[src/rtl/flex_counter_prog.sv]
// flex_counter_prog: prescaled up/down counter with load, saturate mode,
// a level rollover flag and a one-cycle rollover pulse. With prescale 0,
// counting up, no saturate and WRAP_TO_ONE=1 it counts 1..rollover_val.
module flex_counter_prog #(
    parameter int NUM_CNT_BITS  = 4,
    parameter int PRESCALE_BITS = 4,
    parameter bit WRAP_TO_ONE   = 1'b1
) (
    input  logic                      clk,
    input  logic                      n_rst,
    input  logic                      clear,
    input  logic                      load,
    input  logic                      count_enable,
    input  logic                      count_down,
    input  logic                      saturate,
    input  logic [NUM_CNT_BITS-1:0]   load_val,
    input  logic [NUM_CNT_BITS-1:0]   rollover_val,
    input  logic [PRESCALE_BITS-1:0]  prescale_val,
    output logic [NUM_CNT_BITS-1:0]   count_out,
    output logic                      rollover_flag,
    output logic                      rollover_pulse,
    output logic                      tick
);

    localparam logic [NUM_CNT_BITS-1:0]  START    = WRAP_TO_ONE ? NUM_CNT_BITS'(1) : '0;
    localparam logic [NUM_CNT_BITS-1:0]  CNT_ONE  = NUM_CNT_BITS'(1);
    localparam logic [PRESCALE_BITS-1:0] PRE_ONE  = PRESCALE_BITS'(1);

    logic [PRESCALE_BITS-1:0] prescaler;
    logic [PRESCALE_BITS-1:0] prescaler_next;
    logic [NUM_CNT_BITS-1:0]  start_eff;
    logic [NUM_CNT_BITS-1:0]  terminal;
    logic [NUM_CNT_BITS-1:0]  count_inc;
    logic [NUM_CNT_BITS-1:0]  count_dec;
    logic [NUM_CNT_BITS-1:0]  stepped_count;
    logic [NUM_CNT_BITS-1:0]  count_next;
    logic                     step_pulse;
    logic                     pulse_next;
    logic                     tick_next;
    logic                     flag_next;

    // Wrap start clipped to rollover_val, and the terminal for the current direction.
    always_comb begin
        start_eff = (START < rollover_val) ? START : rollover_val;
        terminal  = count_down ? start_eff : rollover_val;
        count_inc = count_out + CNT_ONE;
        count_dec = count_out - CNT_ONE;
    end

    // Value the count would take if a step happens now, and whether that step pulses.
    always_comb begin
        stepped_count = count_out;
        step_pulse    = 1'b0;
        if (!count_down) begin
            if (count_out == rollover_val) begin
                if (!saturate) begin
                    stepped_count = start_eff;
                    step_pulse    = 1'b1;
                end
            end else if (count_out > rollover_val) begin
                stepped_count = start_eff;
                step_pulse    = 1'b1;
            end else begin
                stepped_count = count_inc;
                step_pulse    = saturate && (count_inc == rollover_val);
            end
        end else begin
            if (count_out <= start_eff) begin
                if (!saturate) begin
                    stepped_count = rollover_val;
                    step_pulse    = 1'b1;
                end
            end else if (count_out > rollover_val) begin
                stepped_count = rollover_val;
            end else begin
                stepped_count = count_dec;
                step_pulse    = saturate && (count_dec == start_eff);
            end
        end
    end

    // Clear beats load beats a prescaled step; otherwise everything holds.
    always_comb begin
        count_next     = count_out;
        prescaler_next = prescaler;
        pulse_next     = 1'b0;
        tick_next      = 1'b0;
        if (clear) begin
            count_next     = '0;
            prescaler_next = '0;
        end else if (load) begin
            count_next     = load_val;
            prescaler_next = '0;
        end else if (count_enable) begin
            if (prescaler == prescale_val) begin
                prescaler_next = '0;
                count_next     = stepped_count;
                pulse_next     = step_pulse;
                tick_next      = 1'b1;
            end else begin
                prescaler_next = prescaler + PRE_ONE;
            end
        end
        flag_next = !clear && (count_next == terminal);
    end

    // Output and prescaler registers with asynchronous active-low reset.
    always_ff @(posedge clk or negedge n_rst) begin
        if (!n_rst) begin
            count_out      <= '0;
            prescaler      <= '0;
            rollover_flag  <= 1'b0;
            rollover_pulse <= 1'b0;
            tick           <= 1'b0;
        end else begin
            count_out      <= count_next;
            prescaler      <= prescaler_next;
            rollover_flag  <= flag_next;
            rollover_pulse <= pulse_next;
            tick           <= tick_next;
        end
    end

endmodule
[config.mk]
export PLATFORM = sky130hd
export DESIGN_NAME = flex_counter_prog
export DESIGN_NICKNAME = d
export VERILOG_FILES = /design/src/rtl/flex_counter_prog.sv
export SDC_FILE = /design/constraint.sdc
export NUM_CORES = 1
export LEC_CHECK = 0
export CORE_MARGIN = 1.5
export CORE_UTILIZATION = 50
export DETAILED_ROUTE_END_ITERATION = 8
export GPL_TIMING_DRIVEN = 0
export PLACE_DENSITY = 0.76
export SKIP_LAST_GASP = 1
export SYNTH_ARGS = -nofsm -noshare
export SYNTH_HDL_FRONTEND = slang
export SYNTH_SLANG_ARGS = --single-unit
[constraint.sdc]
create_clock -name clk -period 4.1 [get_ports clk]
set_clock_uncertainty 0.2 [all_clocks]
set_input_delay 0.82 -clock clk [delete_from_list [all_inputs] [get_ports clk]]
set_output_delay 0.82 -clock clk [all_outputs]
set_load 0.005 [all_outputs]
# Word-level counts from Yosys, hierarchy flattened
# Cells that the tools add are included.
[op_classes]
reduce_logical = 5
order_cmp = 3
n_eq_ne = 5
mux = 31
addsub = 3
[ops]
columns = ["operator", "count"]
rows = [
  ["4-bit 2-to-1 mux", 17],
  ["4-bit equality test", 5],
  ["1-bit 2-to-1 mux", 14],
  ["4-bit by 1-bit adder with 4-bit output (second input constant)", 2],
  ["4-bit greater-than comparator", 1],
  ["4-bit less-or-equal comparator", 1],
  ["1-bit by 4-bit less-than comparator with 1-bit output (first input constant)", 1],
  ["4-bit by 1-bit subtractor with 4-bit output (second input constant)", 1],
  ["1-bit logical AND", 3],
  ["3-bit nonzero test", 1],
  ["1-bit logical NOT", 1],
]
[word_totals]
regBits = 11
output_inout_bits = 7
word_cells = 52

# Depth between registers and ports, before layout
[logic_depth]
word_depth = 11
ltp_mapped = 11
depth_no_buf = 10

# Worst setup path after synthesis
# OpenSTA, ideal clock, no wires.
[synth_path]
kind = "input to register"
start = "input port rollover_val[3]"
end = "register rollover_flag"
t_arrival_ns = 3.242
path_buffers = 1
setup_time_ns = 0.101
path_stages = 11
path_slack_ns = 0.557
required_ns = 3.799
cell_sequence = "or4_1 -> buf_4 -> ha_1 -> and4b_1 -> a211oi_2 -> nor2_1 -> mux2_2 -> a21oi_1 -> nor3_1 -> o21a_1 -> nor4_1"
[synth_via]
elab_chain_cells = 11
[synth_lines]
columns = ["element", "line", "source"]
rows = [
  ["start, declared", "17", "input logic [NUM_CNT_BITS-1:0] rollover_val,"],
  ["1-bit by 4-bit less-than comparator with 1-bit output", "44", "start_eff = (START < rollover_val) ? START : rollover_val;"],
  ["4-bit 2-to-1 mux", "44", ""],
  ["4-bit less-or-equal comparator, or another cell as far along", "68", "if (count_out <= start_eff) begin"],
  ["4-bit 2-to-1 mux, on equally long branches", "68, 55", ""],
  ["4-bit 2-to-1 mux", "54", "if (!count_down) begin"],
  ["4-bit 2-to-1 mux", "95", "if (prescaler == prescale_val) begin"],
  ["4-bit 2-to-1 mux", "94", "end else if (count_enable) begin"],
  ["4-bit 2-to-1 mux", "91", "end else if (load) begin"],
  ["4-bit 2-to-1 mux", "88", "if (clear) begin"],
  ["4-bit equality test *", "104", "flag_next = !clear && (count_next == terminal);"],
  ["1-bit logical AND *", "104", ""],
  ["named net flag_next", "40", "logic flag_next;"],
  ["end signal, assigned", "118", "rollover_flag <= flag_next;"],
  ["end, declared", "20", "output logic rollover_flag,"],
]
# Mark *: on every way through the listed nets, which the timed path passes. The rest lies on a longest branch.
# A chain may end at the register's enable or synchronous reset.

# Worst setup path in the final report
# Ends and elaborated chain as after synthesis.

==> impl_metrics.json <==
{
  "min_period_ns": 3.93,
  "core_sq_um": 2810,
  "start_kind": "input pin",
  "clkTransAtPathRegs_ns": 0.08,
  "wl_met2_um": 1940,
  "status": "finished, violations left",
  "setup_violations": 0,
  "syn_avg_cell_area_sq_um": 8.10,
  "place_congestion": 0.951,
  "post-route-cell-area_sq_um": 1850,
  "via_per_inst": 6.44,
  "insertion_delay_ns": 0.28,
  "die_x_um": 58.1,
  "violations": "design-rule violations",
  "grt_pass1_wl_um": 7360,
  "finalWirelength_um": 4260,
  "reg2reg_from": "count_out[0]",
  "dpl_worst_slack_ns": -0.300,
  "yosys_register_bits": 11,
  "drc_errors": 1,
  "wl_per_cell_um": 17.2,
  "top_layer": "met4",
  "synth_cells": 187,
  "fillers": 272,
  "cts.sinks": 11,
  "areaGrowthSynthToFinish_pct": 22.0,
  "n_antenna_cell": 0,
  "layoutNonFillerInstCount": 248,
  "hold_class": "reg2reg",
  "synth-edff-count": 0,
  "root_buffer": "clkbuf_4",
  "ys_warn_count": 0,
  "critical_path_peak_fanout": 7,
  "nNetsFinal": 248,
  "cts_tree": "built",
  "slew_headroom": 0.609,
  "drive_above_1_share": 0.157,
  "grt_pass1_vias": 1585,
  "dieArea_sq_um": 3370,
  "cts_max_level": 1,
  "dp.cells": 242,
  "critPathRequiredTime_ns": 4.08,
  "p_leak_nw": 0.806,
  "min_period_over_period": 0.959,
  "worst_pin_slew_ns": 0.586,
  "synthArstFlopShare": 1.00,
  "final_hold_viol_count": 0,
  "hold_start": "prescaler[3]",
  "port_buffers": 22,
  "rsz0062_at_grt": "true",
  "syn-cell-area_sq_um": 1520,
  "power_density_nw_per_um2": 198,
  "dpl.hpwl_um": 3340,
  "drtPass1Iterations": 6,
  "rows": 19,
  "worst-setup-path-type": "in2reg",
  "layout_common_cells": "clkdlybuf4s50_1 (20), nor2_1 (14), a21oi_1 (13)",
  "fin_ws_ns": 0.167,
  "cap_violations": 0,
  "final_common_cell": "clkdlybuf4s50_1",
  "ir_worst_vdd_v": 0.000125,
  "synthDistinctLibCells": 62,
  "finalMaxSlewViolations": 0,
  "dpl_cell_area_sq_um": 1780,
  "wl_met1_um": 1870,
  "fmax_mhz": 254,
  "yosysSeqAreaShare": 0.182,
  "startpoint": "rollover_val[3]",
  "gr-total-overflow": 0,
  "vias": 1597,
  "worstSetupEndpointType": "flop",
  "initial_core_util": 0.540,
  "grt_use_total": 0.279,
  "antenna_found_initial": 0,
  "antenna_left": 0,
  "grt_max_degree": 12,
  "clockBufferDepth": 2,
  "cts_buffers": 3,
  "cp.arrival_ns": 3.91,
  "cts_hold_buf": 0,
  "met3_length_um": 338,
  "pin_count": 26,
  "die_h_um": 58.1,
  "ys.flop_type": "dfrtp_1",
  "drt_iter0_markers": 64
}
==> layout make-up <==
type / instances / area (sq um) / area share
multi-input combinational: 157 / 1140 / 0.618
sequential: 11 / 275 / 0.149
timing repair buffer: 24 / 240 / 0.130
buffer: 9 / 80.1 / 0.0433
inverter: 12 / 45.0 / 0.0244
tap: 31 / 38.8 / 0.0210
clock buffer: 4 / 26.3 / 0.0142
==> through the flow <==
| stage | total power [W] | utilization | hold slack (ns) | setup TNS [ns] |
|---|---|---|---|---|
| floorplan | 0.000228 | - | 0.324 | 0 |
| global placement | 0.000279 | 0.635 | 0.364 | -0.467 |
| detailed placement | 0.000283 | 0.635 | 0.368 | -0.452 |
| CTS | 0.000361 | 0.645 | 0.384 | 0 |
| global route | 0.000386 | 0.659 | 0.419 | -0.0405 |
| finish | 0.000366 | 0.659 | 0.385 | 0 |
==> sequential cells by signal, indices dropped and copies added, names as in the netlist <==
register        flops
rollover_pulse      1
count_out           4
tick                1
rollover_flag       1
prescaler           4
==> per-layer routing <==
layer  track usage  up-vias
met4        0.0764        0
met2         0.461       75
li1              -      765
met1         0.374      740
met5             0        -
met3        0.0469       17
==> logic make-up (layout without fill, tap and decap cells) <==
group / count (synthesis) / in the layout / synth area share
AO/OA/AOI/OAI: 57 / 57 / 0.275
multiplexers: 4 / 4 / 0.0281
AND/OR/NAND/NOR: 71 / 71 / 0.276
flip-flops: 11 / 11 / 0.182
adder cells (fa/ha/maj): 11 / 11 / 0.0908
buffers and inverters: 21 / 49 / 0.0826
XOR/XNOR: 11 / 11 / 0.0636
other: 1 / 3 / 0.00247
==> critical path, cell delays in order <==
cell and delay, ns:
clkdlybuf4s50_1 0.50, or4_1 0.56, buf_4 0.17, ha_1 0.29, and4_2 0.27, nor2_4 0.17
mux2_2 0.37, a21oi_1 0.20, nor3_1 0.08, o21a_1 0.18, nor4_1 0.30
==> final timing paths <==
path,endpoint,cells past startpoint,slack (ns)
worst max register to register,rollover_flag,10,0.69
min in group asynchronous,prescaler[0],1,0.65
max in group asynchronous,count_out[2],1,2.70
worst max-delay path,rollover_flag,11,0.17
worst min-delay path,prescaler[3],2,0.38
worst min register to register,prescaler[3],2,0.38
==> cell usage after synthesis (all sizes together), types with 2 or more instances <==
cell type / count / share of area
nor2: 15 / 0.037
a21oi: 14 / 0.046
nand2: 13 / 0.034
inv: 12 / 0.030
dfrtp: 11 / 0.18
ha: 11 / 0.091
o21ai: 8 / 0.026
xnor2: 8 / 0.046
nor3: 7 / 0.023
buf: 6 / 0.029
o211ai: 5 / 0.025
a31oi: 4 / 0.017
nand3: 4 / 0.013
nor2b: 4 / 0.023
a211oi: 3 / 0.018
a21o: 3 / 0.016
and3: 3 / 0.013
and4: 3 / 0.019
nand2b: 3 / 0.012
nor4: 3 / 0.017
o2111ai: 3 / 0.017
o22ai: 3 / 0.012
or2: 3 / 0.012
xor2: 3 / 0.017
a311oi: 2 / 0.012
clkbuf: 2 / 0.012
mux2: 2 / 0.015
mux2i: 2 / 0.013
nand4: 2 / 0.0083
nor3b: 2 / 0.0099
nor4b: 2 / 0.012
o211a: 2 / 0.018
o311ai: 2 / 0.012
o31ai: 2 / 0.0099
or4: 2 / 0.0099
==> repair_timing <==
action	4_1_cts	5_1_grt
endpoints found under the setup margin	0	2
setup buffers	0	2
resized for setup	0	8
==> report_power, final <==
part | total, W | switching, W | internal (W)
combinational | 0.000168 | 0.0000901 | 0.0000781
clock | 0.0000770 | 0.0000393 | 0.0000377
sequential | 0.000121 | 0.00000901 | 0.000112
total | 0.000366 | 0.000138 | 0.000228
No activity file was read; power rests on OpenSTA's default activity.
